**config.mk**
```make
export PLATFORM = sky130hd
export DESIGN_NAME = regfile
export DESIGN_NICKNAME = d
export VERILOG_FILES = /design/src/rtl/regfile_pkg.sv /design/src/rtl/regfile_scoreboard.sv /design/src/rtl/regfile.sv
export SDC_FILE = /design/constraint.sdc
export NUM_CORES = 2
export LEC_CHECK = 0
export BUFFER_PORTS_ARGS = -buffer_cell sky130_fd_sc_hd__buf_2
export CELL_PAD_IN_SITES_DETAIL_PLACEMENT = 0
export CELL_PAD_IN_SITES_GLOBAL_PLACEMENT = 2
export CORE_MARGIN = 2
export CORE_UTILIZATION = 51
export CTS_CLUSTER_SIZE = 20
export DETAILED_ROUTE_END_ITERATION = 8
export PLACE_DENSITY_LB_ADDON = 0.15
export SLEW_MARGIN = 20
export SYNTH_ARGS = -nofsm -noshare
export SYNTH_HDL_FRONTEND = slang
export SYNTH_SLANG_ARGS = --single-unit
```
**constraint.sdc**
```tcl
create_clock -name clk -period 75.1 [get_ports clk]
set_input_delay 3.755 -clock clk [delete_from_list [all_inputs] [get_ports clk]]
set_output_delay 3.755 -clock clk [all_outputs]
set_load 0.02 [all_outputs]
```
**src/rtl/regfile_pkg.sv**
```systemverilog
`default_nettype none
// ============================================================================
//  Module   : regfile_pkg
//  Brief    : Shared sizing constants for the integer register file.
//  Revision : 1.0 - initial release
// ============================================================================
package regfile_pkg;

  localparam int          c_reg_num      = 32;     // architectural registers
  localparam int          c_addr_w       = 5;      // log2(c_reg_num)
  localparam int          c_data_w       = 32;     // register width
  localparam logic [31:0] c_zero_word    = 32'h0;
  localparam logic [4:0]  c_nop_reg_addr = 5'd0;   // x0, hardwired to zero
  localparam logic        c_rst_enable   = 1'b1;
  localparam logic        c_write_enable = 1'b1;

endpackage : regfile_pkg
`default_nettype wire

```
**src/rtl/regfile_scoreboard.sv**
```systemverilog
`default_nettype none
// ============================================================================
//  Module   : regfile_scoreboard
//  Brief    : Per-register busy bits (set at issue, cleared at write-back,
//             wiped by flush) and the two read-port stall lookups.
//  Revision : 1.0 - initial release
// ============================================================================
module regfile_scoreboard
  import regfile_pkg::*;
#(
  parameter int REG_NUM = c_reg_num,
  parameter int ADDR_W  = c_addr_w
) (
  input  logic              clk,
  input  logic              rst,
  input  logic              we,
  input  logic [ADDR_W-1:0] waddr,
  input  logic              re1,
  input  logic [ADDR_W-1:0] raddr1,
  input  logic              re2,
  input  logic [ADDR_W-1:0] raddr2,
  input  logic              busy_set,
  input  logic [ADDR_W-1:0] busy_addr,
  input  logic              flush,
  output logic              rbusy1,
  output logic              rbusy2
);

  logic [REG_NUM-1:0] busy_q;
  logic [REG_NUM-1:0] busy_d;

  // Next busy vector: flush beats everything, a new issue beats a completing write.
  always_comb begin
    busy_d = busy_q;
    if (flush) begin
      busy_d = '0;
    end else begin
      for (int r = 1; r < REG_NUM; r++) begin
        if (busy_set && (busy_addr == ADDR_W'(r))) begin
          busy_d[r] = 1'b1;
        end else if (we && (waddr == ADDR_W'(r))) begin
          busy_d[r] = 1'b0;
        end
      end
    end
    busy_d[0] = 1'b0;
  end

  // Busy vector register, cleared the moment reset is asserted.
  always_ff @(posedge clk or posedge rst) begin
    if (rst) begin
      busy_q <= '0;
    end else begin
      busy_q <= busy_d;
    end
  end

  // A write completing this cycle is bypassed to the reader, so it never stalls.
  assign rbusy1 = !rst && re1 && (raddr1 != '0) && busy_q[raddr1]
                  && !(we && (waddr == raddr1));
  assign rbusy2 = !rst && re2 && (raddr2 != '0) && busy_q[raddr2]
                  && !(we && (waddr == raddr2));

endmodule : regfile_scoreboard
`default_nettype wire

```
**src/rtl/regfile.sv**
```systemverilog
`default_nettype none
// ============================================================================
//  Module   : regfile
//  Brief    : Integer register file with WB->ID write bypass on both read
//             ports and a busy scoreboard for load-use stall detection.
//  Revision : 1.0 - initial release
// ============================================================================
module regfile
  import regfile_pkg::*;
#(
  parameter int REG_NUM = c_reg_num,
  parameter int ADDR_W  = c_addr_w,
  parameter int DATA_W  = c_data_w
) (
  input  logic              clk,
  input  logic              rst,
  input  logic              we,
  input  logic [ADDR_W-1:0] waddr,
  input  logic [DATA_W-1:0] wdata,
  input  logic              re1,
  input  logic [ADDR_W-1:0] raddr1,
  output logic [DATA_W-1:0] rdata1,
  output logic              rbusy1,
  input  logic              re2,
  input  logic [ADDR_W-1:0] raddr2,
  output logic [DATA_W-1:0] rdata2,
  output logic              rbusy2,
  input  logic              busy_set,
  input  logic [ADDR_W-1:0] busy_addr,
  input  logic              flush
);

  logic [DATA_W-1:0] regs_q [REG_NUM];

  // Register storage; writes to x0 are dropped so it always reads zero.
  always_ff @(posedge clk or posedge rst) begin
    if (rst) begin
      for (int i = 0; i < REG_NUM; i++) begin
        regs_q[i] <= '0;
      end
    end else if (we && (waddr != '0)) begin
      regs_q[waddr] <= wdata;
    end
  end

  // Read port 1: reset/x0/disabled give zero, a same-cycle write is forwarded.
  always_comb begin
    rdata1 = '0;
    if (rst || (raddr1 == '0) || !re1) begin
      rdata1 = '0;
    end else if (we && (waddr == raddr1)) begin
      rdata1 = wdata;
    end else begin
      rdata1 = regs_q[raddr1];
    end
  end

  // Read port 2: same selection rules as port 1.
  always_comb begin
    rdata2 = '0;
    if (rst || (raddr2 == '0) || !re2) begin
      rdata2 = '0;
    end else if (we && (waddr == raddr2)) begin
      rdata2 = wdata;
    end else begin
      rdata2 = regs_q[raddr2];
    end
  end

  regfile_scoreboard #(
    .REG_NUM (REG_NUM),
    .ADDR_W  (ADDR_W)
  ) u_scoreboard (
    .clk       (clk),
    .rst       (rst),
    .we        (we),
    .waddr     (waddr),
    .re1       (re1),
    .raddr1    (raddr1),
    .re2       (re2),
    .raddr2    (raddr2),
    .busy_set  (busy_set),
    .busy_addr (busy_addr),
    .flush     (flush),
    .rbusy1    (rbusy1),
    .rbusy2    (rbusy2)
  );

endmodule : regfile
`default_nettype wire

```
# Yosys cells after proc, flatten, opt, wreduce, memory -nomap -nowiden
# Cells that the tools add are included.
totals:
  mem_count: 0
  ff_bits: 1055
  romBits: 0
  out_inout_bits: 66
  mem_bits_rw: 0
  in_bits: 59
  latchBits: 0
  wordCells: 335
op_classes:
  n_mux: 80
  eq_ne: 64
  multipliers: 0
  shifts: 0
  reduce_logical: 119
  magnitude_cmp: 6
  div: 0
  add_sub_neg: 0
  bitwise: 3
ops:
  columns: ["cell", "count"]
  rows:
  - ["1024-bit bitwise mux", 1]
  - ["32-bit binary-select mux with 5-bit select", 2]
  - ["32-bit 2-to-1 mux", 9]
  - ["32-bit demux with 5-bit select", 1]
  - ["5-bit == test (second input constant)", 32]
  - ["3-bit nonzero test", 31]
  - ["5-bit by 4-bit == test with 1-bit output (second input constant)", 16]
  - ["1-bit logical AND", 74]
  - ["1-bit 2-to-1 mux", 64]
  - ["5-bit by 3-bit == test with 1-bit output (second input constant)", 8]
  - ["31-bit 2-to-1 mux", 1]
  - ["5-bit by 2-bit == test with 1-bit output (second input constant)", 4]
  - ["6-bit >= comparator (second input constant)", 3]
  - ["5-bit NOT with 6-bit output", 3]
  - ["5-bit nonzero test", 3]
  - ["5-bit by 6-bit less-than comparator with 1-bit output (second input constant)", 2]
  - ["1-bit binary-select mux with 5-bit select", 2]
  - ["5-bit by 1-bit == test with 1-bit output (second input constant)", 2]
  - ["5-bit == test", 2]
  - ["5-bit zero test", 2]
  - ["6-bit by 1-bit less-than comparator with 1-bit output (second input constant)", 1]
  - ["1-bit zero test", 5]
  - ["1-bit logical OR", 4]

# Longest topological paths before layout
depth:
  word_depth: 6
  depth_mapped: 8

# Hierarchy
# A second synthesis with hierarchy kept.
hier_totals:
  hier_cells: 3993
  area_unflattened_um2: 57726.6
modules_own_cells:
  columns: ["module", "n_inst", "cells_each", "area_each_um2"]
  rows:
  - ["regfile", 1, 3743, 55461.9]
  - ["regfile_scoreboard", 1, 250, 2264.7]

# Worst setup path after synthesis
# OpenSTA, ideal clock, no wires.
synth_timing:
  path_kind: "in2out"
  from: "in raddr2[4]"
  to: "out rdata2[12]"
  stages: 7
  n_path_buf: 3
  required_ns: 71.345
  arrival_ns: 5.640
  path_slack_ns: 65.705
  path_cell_list: "buf_2 -> nor2_1 -> a21oi_1 -> a21bo_1 -> buf_2 -> buf_2 -> o41ai_1"
synth_via:
  elab_chain_len: 6
synth_lines:
  columns: ["element", "line_no", "text"]
  rows:
  - ["start, declared", "regfile.sv:25", "input logic [ADDR_W-1:0] raddr2,"]
  - ["5-bit NOT with 6-bit output (implied by the code)", "regfile.sv:66", "rdata2 = regs_q[raddr2];"]
  - ["32-bit binary-select mux with 5-bit select", "regfile.sv:66", null]
  - ["32-bit 2-to-1 mux (implied by the code) (2 in series)", "regfile.sv:66", null]
  - ["32-bit 2-to-1 mux", "regfile.sv:63", "end else if (we && (waddr == raddr2)) begin"]
  - ["32-bit 2-to-1 mux *", "regfile.sv:61", "if (rst || (raddr2 == '0) || !re2) begin"]
  - ["end, declared", "regfile.sv:26", "output logic [DATA_W-1:0] rdata2,"]
# Every way passes the cells marked *; elsewhere a longest branch is shown, timed or not. The select of a mux whose other input is x is not followed.

# Worst setup path in the final report
layout_timing:
  from: "in raddr1[0]"
  to: "out rdata1[22]"
layout_via:
  elab_chain_len: 6
layout_lines:
  columns: ["element", "line_no", "text"]
  rows:
  - ["start, declared", "regfile.sv:21", "input logic [ADDR_W-1:0] raddr1,"]
  - ["5-bit NOT with 6-bit output (implied by the code)", "regfile.sv:54", "rdata1 = regs_q[raddr1];"]
  - ["32-bit binary-select mux with 5-bit select", "regfile.sv:54", null]
  - ["32-bit 2-to-1 mux (implied by the code) (2 in series)", "regfile.sv:54", null]
  - ["32-bit 2-to-1 mux", "regfile.sv:51", "end else if (we && (waddr == raddr1)) begin"]
  - ["32-bit 2-to-1 mux *", "regfile.sv:49", "if (rst || (raddr1 == '0) || !re1) begin"]
  - ["end, declared", "regfile.sv:22", "output logic [DATA_W-1:0] rdata1,"]
# Marked as above.

==> results by group <==
Setup path
  • Worst Setup SP: raddr1[0]
  • Cell breakdown of the critical path: buf_8, buf_4, buf_12, xor2_1, nor4_4, buf_4, a21bo_4, buf_4, o41ai_2, buf_2
  • Critical path fanouts, max: 102
  • Critical path data required time: 71.35 ns
  • Launching element type of the critical path: primary input
  • RR Startpoint: regs_q[394]
  • Slowest stage cell, crit path: buf_4
  • CP arrival: 8.80 ns
  • Slowest stage delay, CP: 0.84 ns
  • Crit path top cell by count: buf_4
  • Crit path capture type: output port
  • Setup CP Type: primary input to output port

Route
  • Via count: between 30,000 and 40,000
  • Router iterations before antenna repair: 7
  • DR WL/cell: 38.5 um
  • DRT Wirelength: 201,000 um
  • Vias per cell: 7.21
  • DRC viols: 0
  • Drt first-iter violations: 4,009
  • Post-DRT Antenna Nets: 0

STA
  • Fin crit period: 12.55 ns
  • Fmax achieved: 79.7 MHz
  • Max-slew violation count: 0
  • Layout Skew: 0 ns
  • Final cycle utilization of the critical path: 16.7%
  • Final hold vios: 0
  • Setup TNS Final: 0 ns
  • Rel. slew slack: 21.0%
  • Worst Tran Pin Value: between 1 and 1.5 ns
  • Hold slack: 0.396 ns
  • RSZ-0062 raised after global routing: false
  • Final setup violating endpoints: 0

Yosys
  • Gate Count Post-Synth: 3,767
  • Synth Area in Compound Gates: 5.31%
  • Post-synth EDFFs: 0
  • Synth Area in XOR/XNOR: less than 1%
  • Share of the synthesized area in the top cell type: between 40% and 50%
  • Synth Area in Simple Gates: roughly 3.3%
  • Synthesized area per cell: 15.1 um^2
  • Adder-Cell Fraction of Synth Area: 0%
  • Mapped Area: 56,800 um^2
  • #FFs+latches synth: 1,055
  • Top cells by count, synth: 1,055 x dfrtp_1, 990 x mux2_2, 527 x mux4_2
  • Post-synth top area cell: dfrtp_1
  • Ys flop type: dfrtp_1
  • Register area share after synthesis: between 40 and 50%
  • Distinct cells, synth: 50
  • Synth Warn #: 0
  • Largest family of logic cells by synthesized area: multiplexers
  • Syn nets: 3,826
  • Most frequent cell after synthesis: dfrtp_1
  • Post-synth ARST share: 100%
  • Leading post-synthesis cells by cell area: dfrtp_1 46%, mux4_2 21%, mux2_2 20%
  • Mux contribution to synthesized area: 40.8%

Global routing
  • First-pass GRT wire length: between 200,000 and 300,000 um
  • Largest net degree at the start of global routing: approximately 190
  • Initial antenna violation count: 6
  • Congestion Overflow GR: 0
  • Vias in the first global route: 39,400
  • Gr usage total: 35.8%

Worst hold path
  • Hold wc startpoint: regs_q[1022]
  • Worst min-delay path class: flop to flop

Clocking
  • Clk_lat worst skew: 0.72 ns
  • Clock buffer depth: 3
  • Clock-pin slew on the worst setup and hold paths: 0.06 ns
  • CTS hold repair buffers: 0
  • Sink Count: 1,055
  • Post_cts resized: 0
  • CTS H-Tree Depth: 3
  • Root Driver: clkbuf_16
  • Postcts setup bufs: 0
  • Cts bufs inserted: between 100 and 150
  • CTS tree: yes

Pwr
  • Internal power: 1.21 mW
  • Combinational power share: 19.7%
  • P per Cell Area: ~27 nW/um^2
  • Switching Share: 27.5%
  • Leakage power: 26.5 nW
  • Peak VDD IR: 18.7 uV
  • Sequential fraction of design power: between 40 and 50%
  • Clock share of power: 35.2%
  • NetSw: 458 uW

Floorplanning
  • CORE AREA: about 110,000 um^2
  • Num rows: between 100 and 150
  • Die X: 338 um
  • Die area: roughly 110,000 um^2
  • I/O pin cnt: 125
  • Starting density of the core: 51.4%
  • Die outline height: roughly 340 um

Finish
  • Fill count: a little under 9,000
  • Area added between synthesis and finish: 9.47%
  • Fraction of layout cells with a size suffix above 1: 53.8%
  • Layout Nets: approximately 3,700

Placed design
  • Buffers added on ports: 124
  • HPWL Detailed: 111,000 um
  • Gpl congestion: 0.831

Flow run
  • Max_cap viols: 0

Status
  • Status: finished, final reports clean
-- sequential cells by signal, indices dropped and copies added, names as in the netlist --
name,count
u_scoreboard.busy_q,31
regs_q,1024
-- area by class of cell --
class / instances / area [um^2] / area share [%]
Timing Repair Buffer: 221 / 1500 / 2.41
Clock inverter: 25 / 313 / 0.503
Inverter: 4 / 22.5 / 0.0362
Clock buffer: 187 / 3600 / 5.79
Sequential cell: 1055 / 26400 / 42.5
Multi-Input combinational cell: 2248 / 28500 / 45.8
Tap cell: 1488 / 1860 / 2.99
Antenna cell: 5 / 12.5 / 0.0201
-- layout by cell type, fill, tap and decap left out, types with 5 or more instances in the layout --
| cell | instances |
|---|---|
| nand2b_1 | 7 |
| dfrtp_1 | 1055 |
| clkbuf_16 | 118 |
| o21ai_0 | 12 |
| a22oi_1 | 74 |
| clkbuf_1 | 30 |
| buf_4 | 90 |
| o22ai_1 | 62 |
| nand4_1 | 65 |
| mux4_2 | 527 |
| mux2_2 | 990 |
| nand2b_2 | 5 |
| diode_2 | 5 |
| o41ai_2 | 29 |
| nor3_1 | 36 |
| clkbuf_8 | 39 |
| nand2_1 | 21 |
| nor2b_1 | 40 |
| nand2_2 | 16 |
| a22o_1 | 66 |
| nand3_1 | 8 |
| bufinv_16 | 5 |
| and2_1 | 33 |
| and3_1 | 30 |
| xor2_1 | 8 |
| o41ai_1 | 34 |
| a21oi_1 | 13 |
| a211oi_1 | 63 |
| nor2_4 | 14 |
| clkinv_2 | 14 |
| buf_2 | 118 |
| nor2_1 | 28 |
| mux2i_1 | 12 |
-- path summary, 6_finish.rpt --
kind                            slack (ns)                       to  depth (start not counted)
worst max-delay path                 62.55               rdata1[22]                         10
worst min-delay path                  0.40             regs_q[1022]                          0
worst max register to register       74.26              regs_q[394]                          1
worst min register to register        0.40             regs_q[1022]                          0
max in group asynchronous            67.71               regs_q[16]                          7
min in group asynchronous             3.36  u_scoreboard.busy_q[15]                          2
-- metal layers --
| metal | share of wire [%] | global-route usage (%) | wire, um | vias up |
|---|---|---|---|---|
| li1 | - | - | - | 14500 |
| met1 | 40 | 49.2 | 80300 | 20600 |
| met2 | 46 | 54.7 | 92800 | 2113 |
| met3 | 9.3 | 8.67 | 18700 | 493 |
| met4 | 4.7 | 15.1 | 9540 | 2 |
| met5 | 0.0065 | 0 | 13 | - |
-- per-stage QoR --
step,instance area (um^2),worst slack [ns],std cells,power [mW],util (%)
2_1_floorplan,56800,41.65,3767,0.992,-
3_3_place_gp,58200,62.62,5014,1.06,52.6
3_5_place_dp,58200,62.58,5014,1.08,52.6
4_1_cts,62100,62.56,5226,1.67,56.2
5_1_grt,62200,62.27,5229,1.73,56.2
6_report,62200,62.55,5233,1.67,56.3
-- cells by family (layout without fill, tap and decap cells) --
logic type / count (synthesis) / in the layout
buf+inv: 464 / 437
mux: 1534 / 1534
flops: 1055 / 1055
other cells: 0 / 5
simple gates: 338 / 338
xor+xnor: 10 / 10
compound gates: 366 / 366
-- power groups by stage --
stage | sequential (mW) | combinational (mW) | clock, mW
after floorplan | 0.732 | 0.259 | 0
after global placement | 0.741 | 0.317 | 0
after detailed placement | 0.757 | 0.326 | 0
after CTS | 0.747 | 0.328 | 0.595
after global routing | 0.762 | 0.348 | 0.619
final | 0.751 | 0.328 | 0.587
-- critical path: cells and delay by family --
kind            cells  cell delay (ns)
compound gates      2             1.21
buf+inv             6             3.17
xor+xnor            1             0.30
simple gates        1             0.05
No activity file was read; power rests on OpenSTA's default activity.
